[src/rtl/flash_read_cache_if.sv]
// CPU-side Avalon-MM slave and flash-side burst master signals of the read cache.
// The slave modport is the cache's view; master is the CPU/flash environment's view.
`timescale 1ns/1ps
interface flash_read_cache_if #(
    parameter int ADDR_W = 17,
    parameter int DATA_W = 32,
    parameter int BC_W   = 4
);
    logic [ADDR_W-1:0] s_addr;
    logic              s_read;
    logic              s_waitrequest;
    logic [DATA_W-1:0] s_readdata;
    logic              s_readdatavalid;
    logic [ADDR_W-1:0] m_addr;
    logic              m_read;
    logic [BC_W-1:0]   m_burstcount;
    logic [DATA_W-1:0] m_readdata;
    logic              m_waitrequest;
    logic              m_readdatavalid;

    modport slave (
        input  s_addr, s_read, m_readdata, m_waitrequest, m_readdatavalid,
        output s_waitrequest, s_readdata, s_readdatavalid, m_addr, m_read, m_burstcount
    );

    modport master (
        output s_addr, s_read, m_readdata, m_waitrequest, m_readdatavalid,
        input  s_waitrequest, s_readdata, s_readdatavalid, m_addr, m_read, m_burstcount
    );
endinterface

[src/rtl/flash_read_cache.sv]
// Direct-mapped read-only cache in front of the on-chip flash data port.
// Misses fetch a whole line in one flash burst; hits answer one cycle after acceptance.
`timescale 1ns/1ps
module flash_read_cache #(
    parameter int ADDR_W = 17,
    parameter int DATA_W = 32,
    parameter int BURST  = 4,
    parameter int LINES  = 8,
    parameter int BC_W   = 4
) (
    input  logic             clock,
    input  logic             reset_n,
    flash_read_cache_if.slave bus,
    input  logic             inv,
    output logic             hit_pulse,
    output logic             miss_pulse
);
    localparam int OFF_W  = $clog2(BURST);
    localparam int IDX_W  = $clog2(LINES);
    localparam int MEM_AW = OFF_W + IDX_W;
    localparam int TAG_W  = ADDR_W - MEM_AW;
    localparam int WORDS  = LINES * BURST;

    typedef enum logic [1:0] {IDLE, REQ, FILL} state_t;

    state_t              state_q, state_d;
    logic [MEM_AW-1:0]   cnt_q, cnt_d;
    logic [ADDR_W-1:0]   base_q, base_d;
    logic                inv_pend_q, inv_pend_d;
    logic [DATA_W-1:0]   rdata_q, rdata_d;
    logic                rdv_q, rdv_d;
    logic                hit_q, hit_d;
    logic [LINES-1:0]    valid_q, valid_d;
    logic [TAG_W-1:0]    tag_q [LINES];
    logic [TAG_W-1:0]    tag_d [LINES];
    logic [DATA_W-1:0]   data_mem [WORDS];
    logic                rst_sync_q;

    logic [IDX_W-1:0]    s_idx, fill_idx;
    logic [TAG_W-1:0]    s_tag, fill_tag;
    logic [MEM_AW-1:0]   rd_addr, wr_addr;
    logic                hit, wait_c, miss_c, fill_done, mem_we;

    // Reset asserts immediately but releases on a clock edge, so the fabric never sees a runt release.
    always_ff @(posedge clock or negedge reset_n) begin
        if (!reset_n) rst_sync_q <= 1'b0;
        else          rst_sync_q <= 1'b1;
    end

    assign s_idx    = IDX_W'(bus.s_addr >> OFF_W);
    assign s_tag    = TAG_W'(bus.s_addr >> MEM_AW);
    assign rd_addr  = bus.s_addr[MEM_AW-1:0];
    assign fill_idx = IDX_W'(base_q >> OFF_W);
    assign fill_tag = TAG_W'(base_q >> MEM_AW);
    // base_q has its offset bits cleared and cnt_q stays below BURST, so OR forms {idx, beat}.
    assign wr_addr  = base_q[MEM_AW-1:0] | cnt_q;
    assign hit      = valid_q[s_idx] && (tag_q[s_idx] == s_tag);

    generate
        for (genvar gi = 0; gi < LINES; gi++) begin : g_line
            logic fill_this;
            assign fill_this   = fill_done && (fill_idx == IDX_W'(gi));
            // A line filled while an invalidate was pending lands invalid so the held read refetches.
            assign valid_d[gi] = fill_this ? !(inv_pend_q || inv) :
                                 (inv ? 1'b0 : valid_q[gi]);
            assign tag_d[gi]   = fill_this ? fill_tag : tag_q[gi];
        end
    endgenerate

    always_comb begin
        state_d    = state_q;
        cnt_d      = cnt_q;
        base_d     = base_q;
        inv_pend_d = inv_pend_q;
        rdata_d    = rdata_q;
        rdv_d      = 1'b0;
        hit_d      = 1'b0;
        wait_c     = 1'b1;
        miss_c     = 1'b0;
        fill_done  = 1'b0;
        mem_we     = 1'b0;
        case (state_q)
            IDLE: begin
                if (!inv) begin
                    if (bus.s_read) begin
                        if (hit) begin
                            wait_c  = 1'b0;
                            rdv_d   = 1'b1;
                            hit_d   = 1'b1;
                            rdata_d = data_mem[rd_addr];
                        end else begin
                            miss_c  = 1'b1;
                            base_d  = bus.s_addr & ~ADDR_W'(BURST - 1);
                            state_d = REQ;
                        end
                    end else begin
                        wait_c = 1'b0;
                    end
                end
            end
            REQ: begin
                if (inv) inv_pend_d = 1'b1;
                if (!bus.m_waitrequest) begin
                    state_d = FILL;
                    cnt_d   = '0;
                end
            end
            FILL: begin
                if (inv) inv_pend_d = 1'b1;
                if (bus.m_readdatavalid) begin
                    mem_we = 1'b1;
                    cnt_d  = cnt_q + 1'b1;
                    if (cnt_q == MEM_AW'(BURST - 1)) begin
                        fill_done  = 1'b1;
                        inv_pend_d = 1'b0;
                        cnt_d      = '0;
                        state_d    = IDLE;
                    end
                end
            end
            default: state_d = IDLE;
        endcase
    end

    always_ff @(posedge clock or negedge rst_sync_q) begin
        if (!rst_sync_q) begin
            state_q    <= IDLE;
            cnt_q      <= '0;
            base_q     <= '0;
            inv_pend_q <= 1'b0;
            rdata_q    <= '0;
            rdv_q      <= 1'b0;
            hit_q      <= 1'b0;
            valid_q    <= '0;
            for (int i = 0; i < LINES; i++) tag_q[i] <= '0;
        end else begin
            state_q    <= state_d;
            cnt_q      <= cnt_d;
            base_q     <= base_d;
            inv_pend_q <= inv_pend_d;
            rdata_q    <= rdata_d;
            rdv_q      <= rdv_d;
            hit_q      <= hit_d;
            valid_q    <= valid_d;
            tag_q      <= tag_d;
        end
    end

    always_ff @(posedge clock) begin
        if (mem_we) data_mem[wr_addr] <= bus.m_readdata;
    end

    assign bus.s_waitrequest   = wait_c || !rst_sync_q;
    assign bus.s_readdata      = rdata_q;
    assign bus.s_readdatavalid = rdv_q;
    assign bus.m_read          = (state_q == REQ);
    assign bus.m_addr          = base_q;
    assign bus.m_burstcount    = BC_W'(BURST);
    assign hit_pulse           = hit_q;
    assign miss_pulse          = miss_c && rst_sync_q;
endmodule

[src/flat_wrapper.sv]
// flat-port wrapper written by rule: the top's interface ports become plain ports
module flash_read_cache_flat 
#(
    parameter int ADDR_W = 17,
    parameter int DATA_W = 32,
    parameter int BURST  = 4,
    parameter int LINES  = 8,
    parameter int BC_W   = 4
)
  (clock, reset_n, inv, hit_pulse, miss_pulse, bus_s_addr, bus_s_read, bus_m_readdata, bus_m_waitrequest, bus_m_readdatavalid, bus_s_waitrequest, bus_s_readdata, bus_s_readdatavalid, bus_m_addr, bus_m_read, bus_m_burstcount);
  flash_read_cache_if #(.ADDR_W(ADDR_W), .DATA_W(DATA_W), .BC_W(BC_W)) bus_i ();
  input  logic clock;
  input  logic reset_n;
  input  logic inv;
  output logic hit_pulse;
  output logic miss_pulse;
  input wire logic [$bits(bus_i.s_addr)-1:0] bus_s_addr;
  input wire logic [$bits(bus_i.s_read)-1:0] bus_s_read;
  input wire logic [$bits(bus_i.m_readdata)-1:0] bus_m_readdata;
  input wire logic [$bits(bus_i.m_waitrequest)-1:0] bus_m_waitrequest;
  input wire logic [$bits(bus_i.m_readdatavalid)-1:0] bus_m_readdatavalid;
  output wire logic [$bits(bus_i.s_waitrequest)-1:0] bus_s_waitrequest;
  output wire logic [$bits(bus_i.s_readdata)-1:0] bus_s_readdata;
  output wire logic [$bits(bus_i.s_readdatavalid)-1:0] bus_s_readdatavalid;
  output wire logic [$bits(bus_i.m_addr)-1:0] bus_m_addr;
  output wire logic [$bits(bus_i.m_read)-1:0] bus_m_read;
  output wire logic [$bits(bus_i.m_burstcount)-1:0] bus_m_burstcount;
  assign bus_i.s_addr = bus_s_addr;
  assign bus_i.s_read = bus_s_read;
  assign bus_i.m_readdata = bus_m_readdata;
  assign bus_i.m_waitrequest = bus_m_waitrequest;
  assign bus_i.m_readdatavalid = bus_m_readdatavalid;
  assign bus_s_waitrequest = bus_i.s_waitrequest;
  assign bus_s_readdata = bus_i.s_readdata;
  assign bus_s_readdatavalid = bus_i.s_readdatavalid;
  assign bus_m_addr = bus_i.m_addr;
  assign bus_m_read = bus_i.m_read;
  assign bus_m_burstcount = bus_i.m_burstcount;
  flash_read_cache #(.ADDR_W(ADDR_W), .DATA_W(DATA_W), .BURST(BURST), .LINES(LINES), .BC_W(BC_W)) u_core (.clock(clock), .reset_n(reset_n), .bus(bus_i), .inv(inv), .hit_pulse(hit_pulse), .miss_pulse(miss_pulse));
endmodule
[config.mk]
export PLATFORM = sky130hd
export DESIGN_NAME = flash_read_cache_flat
export DESIGN_NICKNAME = d
export VERILOG_FILES = /design/src/rtl/flash_read_cache_if.sv /design/src/rtl/flash_read_cache.sv /design/src/flat_wrapper.sv
export SDC_FILE = /design/constraint.sdc
export NUM_CORES = 1
export LEC_CHECK = 0
export ABC_AREA = 1
export CAP_MARGIN = 20
export CORE_UTILIZATION = 44
export DETAILED_ROUTE_END_ITERATION = 10
export MAX_ROUTING_LAYER = met4
export SLEW_MARGIN = 30
export SYNTH_ARGS = -nofsm -noshare
export SYNTH_HDL_FRONTEND = slang
export SYNTH_SLANG_ARGS = --single-unit
[constraint.sdc]
create_clock -name clock -period 9 [get_ports clock]
set_input_delay 1.8 -clock clock [delete_from_list [all_inputs] [get_ports clock]]
set_output_delay 1.8 -clock clock [all_outputs]
set_load 0.02 [all_outputs]
==> summary.txt <==
Timing
  • Setup violations, final: 0
  • Final worst-path cycle share: 74.0%
  • Fin. max-slew vios: 0
  • Final setup skew: 0.0221 ns
  • Hold Fails Final Rpt: 0
  • RSZ-0062 raised after global routing: false
  • Post-route setup slack: approximately 2.3 ns
  • Max transition margin: 30.1%
  • Fmax: 150 MHz
  • Min Clock Period, post-route: between 6 and 7 ns
  • Worst-margin pin slew: roughly 1.0 ns
  • Total negative setup slack: 0 ns

Yosys
  • Synth top area cells: edfxtp_1 (64%), dfrtp_1 (8.4%), o21ai_0 (6.6%)
  • Mapped Area: 0.0482 mm2
  • Number of distinct library cells after synthesis: 32
  • Largest area contributor in the netlist: edfxtp_1
  • Yosys warning total: 0
  • Post-synthesis sequential area ratio: 72.1%
  • Synthesized flop and latch total: 1,185
  • Synthesized area per cell: about 12 um2
  • Top-area cell type share of the netlist area: a little under two thirds
  • Post-Syn Instances: 4,083

Clock network
  • Clk slew on worst S/H paths: 0.06 ns
  • Root Driver: clkbuf_16
  • Number of buffers on the longest clock path: 3
  • CTS Buf Count: 119
  • Clock sink count: between 1,000 and 1,500
  • Clock latency at the later pin of the worst-skew pair: 0.71 ns
  • CTS tree: done
  • Cts hold-fix bufs: 0
  • H-tree Lvls: 3
  • # Post-CTS Setup Buffers: 0
  • Post-CTS resize count: 0

Pwr
  • Comb power frac: 9.0%
  • Leak Pwr: 18.7 nW
  • Power density over cell area: 221 mW/mm2
  • Net Switching: 2.94 mW
  • Clk network pwr share: 39.8%
  • Sequential power share: 51.2%
  • Pint: 9.05 mW
  • Peak supply drop: ~0.15 mV
  • Sw frac: 24.5%
  • Total power: around 12 mW

Job
  • Max-cap violations: 0

Placed design
  • DPL Wire Length: 69,700 um
  • Port bufs: between 100 and 150
  • Gpl congestion: 0.824
  • Worst slack, placed: roughly 2.4 ns
  • Area after DPL: 0.0506 mm2

Floorplanning
  • I/O pin count: 113
  • Die Y: 333 um
  • Core area: 0.109 mm2
  • Site Rows: 121
  • Die W: 333 um
  • Die area: 0.111 mm2
  • Initial core utilization: 44.4%

Finish
  • NumNets Final: 4,158
  • Final instance area: 0.0543 mm2
  • Share of cells above drive strength 1: 7.43%
  • Final Util: 49.9%
  • P&R area growth vs syn: 12.5%

Detailed routing
  • Routed Antenna Nets: 0
  • WL/cell: 24.2 um
  • Final wirelength: 136,000 um
  • Total number of vias: 32,300
  • 1st-pass router iterations: 5
  • Via density: 5.74
  • DR DRC count: 0
  • Initial DRC count: around 3,800

Critical path
  • Critical path class: in2out
  • CP required: a little over 7 ns
  • Worst Path Max Fanout: 81
  • Nature of the critical path startpoint: input port
  • Crit path arrival time: around 4.9 ns
  • Worst setup EP type: output pin

Global route
  • Global Route Usage Sum: around a quarter
  • Total gr overflow: 0
  • Largest net degree at the start of global routing: 195
  • Initial antenna violation count: 8
  • Vias in the first global route: roughly 31,000
  • First-pass GRT wire length: about 200,000 um

Min path
  • Worst Hold Class: reg2async

Status
  • Outcome: completed
-- placed cells by master (no fill, tap or decap), types with 8 or more instances in the layout --
cell type        synthesis  layout
buf_4                   12      56
clkinv_1                 2      23
clkbuf_16                0     119
o21ai_0                637     637
nand2_1                561     555
clkinv_2                 0      26
clkbuf_1               178      40
inv_1                  123     121
o211ai_1               164     164
buf_2                   61      32
clkdlybuf4s50_1          0      70
o221ai_1                92      92
edfxtp_1              1024    1024
bufinv_16                0       8
nor2_4                   1      33
nand3_1                215     215
dfrtp_1                161     160
nor2_1                 748     716
nand4_1                 47      47
-- critical path, stage by stage --
cell	delay (ns)
clkbuf_8	0.35
inv_6	0.58
nand2_1	0.11
nand2_1	0.08
nand2_1	0.05
nand3_1	0.12
nand2_1	0.07
nand2_1	0.08
nand2_1	0.05
nor2_1	0.15
inv_1	0.06
nor2_1	0.13
nand2_2	0.32
nand2_1	0.15
nand3_1	0.09
clkdlybuf4s50_1	0.58
-- power groups by stage --
| stage | clock (mW) | combinational [mW] | sequential [mW] |
|---|---|---|---|
| 2_1_floorplan | 0 | 0.565 | 6.28 |
| 3_3_place_gp | 0 | 1.07 | 6.25 |
| 3_5_place_dp | 0 | 1.08 | 6.25 |
| 4_1_cts | 4.83 | 1.08 | 6.14 |
| 5_1_grt | 5.06 | 1.18 | 6.14 |
| 6_report | 4.77 | 1.08 | 6.14 |
-- worst paths after layout --
check	cells past startpoint	startpoint	endpoint	slack (ns)
setup reg to reg	7	u_core.state_q[0]	u_core.data_mem[28][7]	5.75
hold / removal	0	u_core.rst_sync_q	u_core.bus.s_readdata[26]	0.44
hold reg to reg	0	u_core.rst_sync_q	u_core.bus.s_readdata[26]	0.44
max in group asynchronous	1	u_core.rst_sync_q	u_core.bus.s_readdata[15]	7.22
min in group clock	2	u_core.bus.s_readdata[3]	u_core.bus.s_readdata[3]	0.47
setup / recovery	16	bus_s_addr[2]	bus_s_waitrequest	2.34
-- cell usage after synthesis, drive strengths merged --
library cell  number
a2bb2oi            1
edfxtp          1024
inv              125
nor4               1
nand3            217
conb               2
o21ai            637
clkbuf           178
a21oi              3
nand3b             2
nand2            562
or2                1
dfrtp            161
o22ai              1
nor2             749
a31oi              1
ha                 8
o211ai           164
buf              102
clkinv             2
nand4             47
a211oi             1
o221ai            92
xnor2              2
-- metal layers --
layer  part of all wire [%]  GRT usage [%]  wire length, um  vias to the layer above
li1                       -              -                -                    14700
met1                     43           35.1            58900                    16200
met2                     47           38.9            64100                     1221
met3                    7.4           3.29            10000                      196
met4                    2.0           6.34             2730                        0
met5                      0              -                0                        -
-- stage by stage --
step                      instances  hold WS [ns]
after floorplan                4088         0.453
after global placement         5387         0.456
after detailed placement       5387         0.458
after CTS                      5615         0.470
after global routing           5618         0.493
final                          5618         0.437
-- final cells by class --
cell class                 instances  area [um2]
antenna                            2        5.00
clock buffer                     163        3180
clock inverter                    65         559
fill                            9446       54400
inverter                         127         499
multi-input combinational       2496       12000
sequential                      1185       34800
tap                             1414        1770
timing repair buffer             166        1430
-- registers in the layout (all words and copies together) (netlist names) --
name,cells
u_core.data_mem,1024
u_core.inv_pend_q,1
u_core.bus.s_readdatavalid,1
u_core.cnt_q,5
u_core.valid_q,8
u_core.rst_sync_q,1
u_core.tag_q,96
u_core.state_q,2
u_core.bus.m_addr,15
u_core.bus.s_readdata,32
-- logic make-up (layout without fill, tap and decap cells) --
family	Yosys count	in the layout	synth area share, %
simple gates	1579	1579	13.2
flops	1185	1185	72.1
compound gates	900	900	10.9
buf+inv	407	521	3.53
fa+ha+maj	8	8	0.208
other cells	2	9	0.0156
xor+xnor	2	2	0.0363
(Power assumes the default switching activity.)
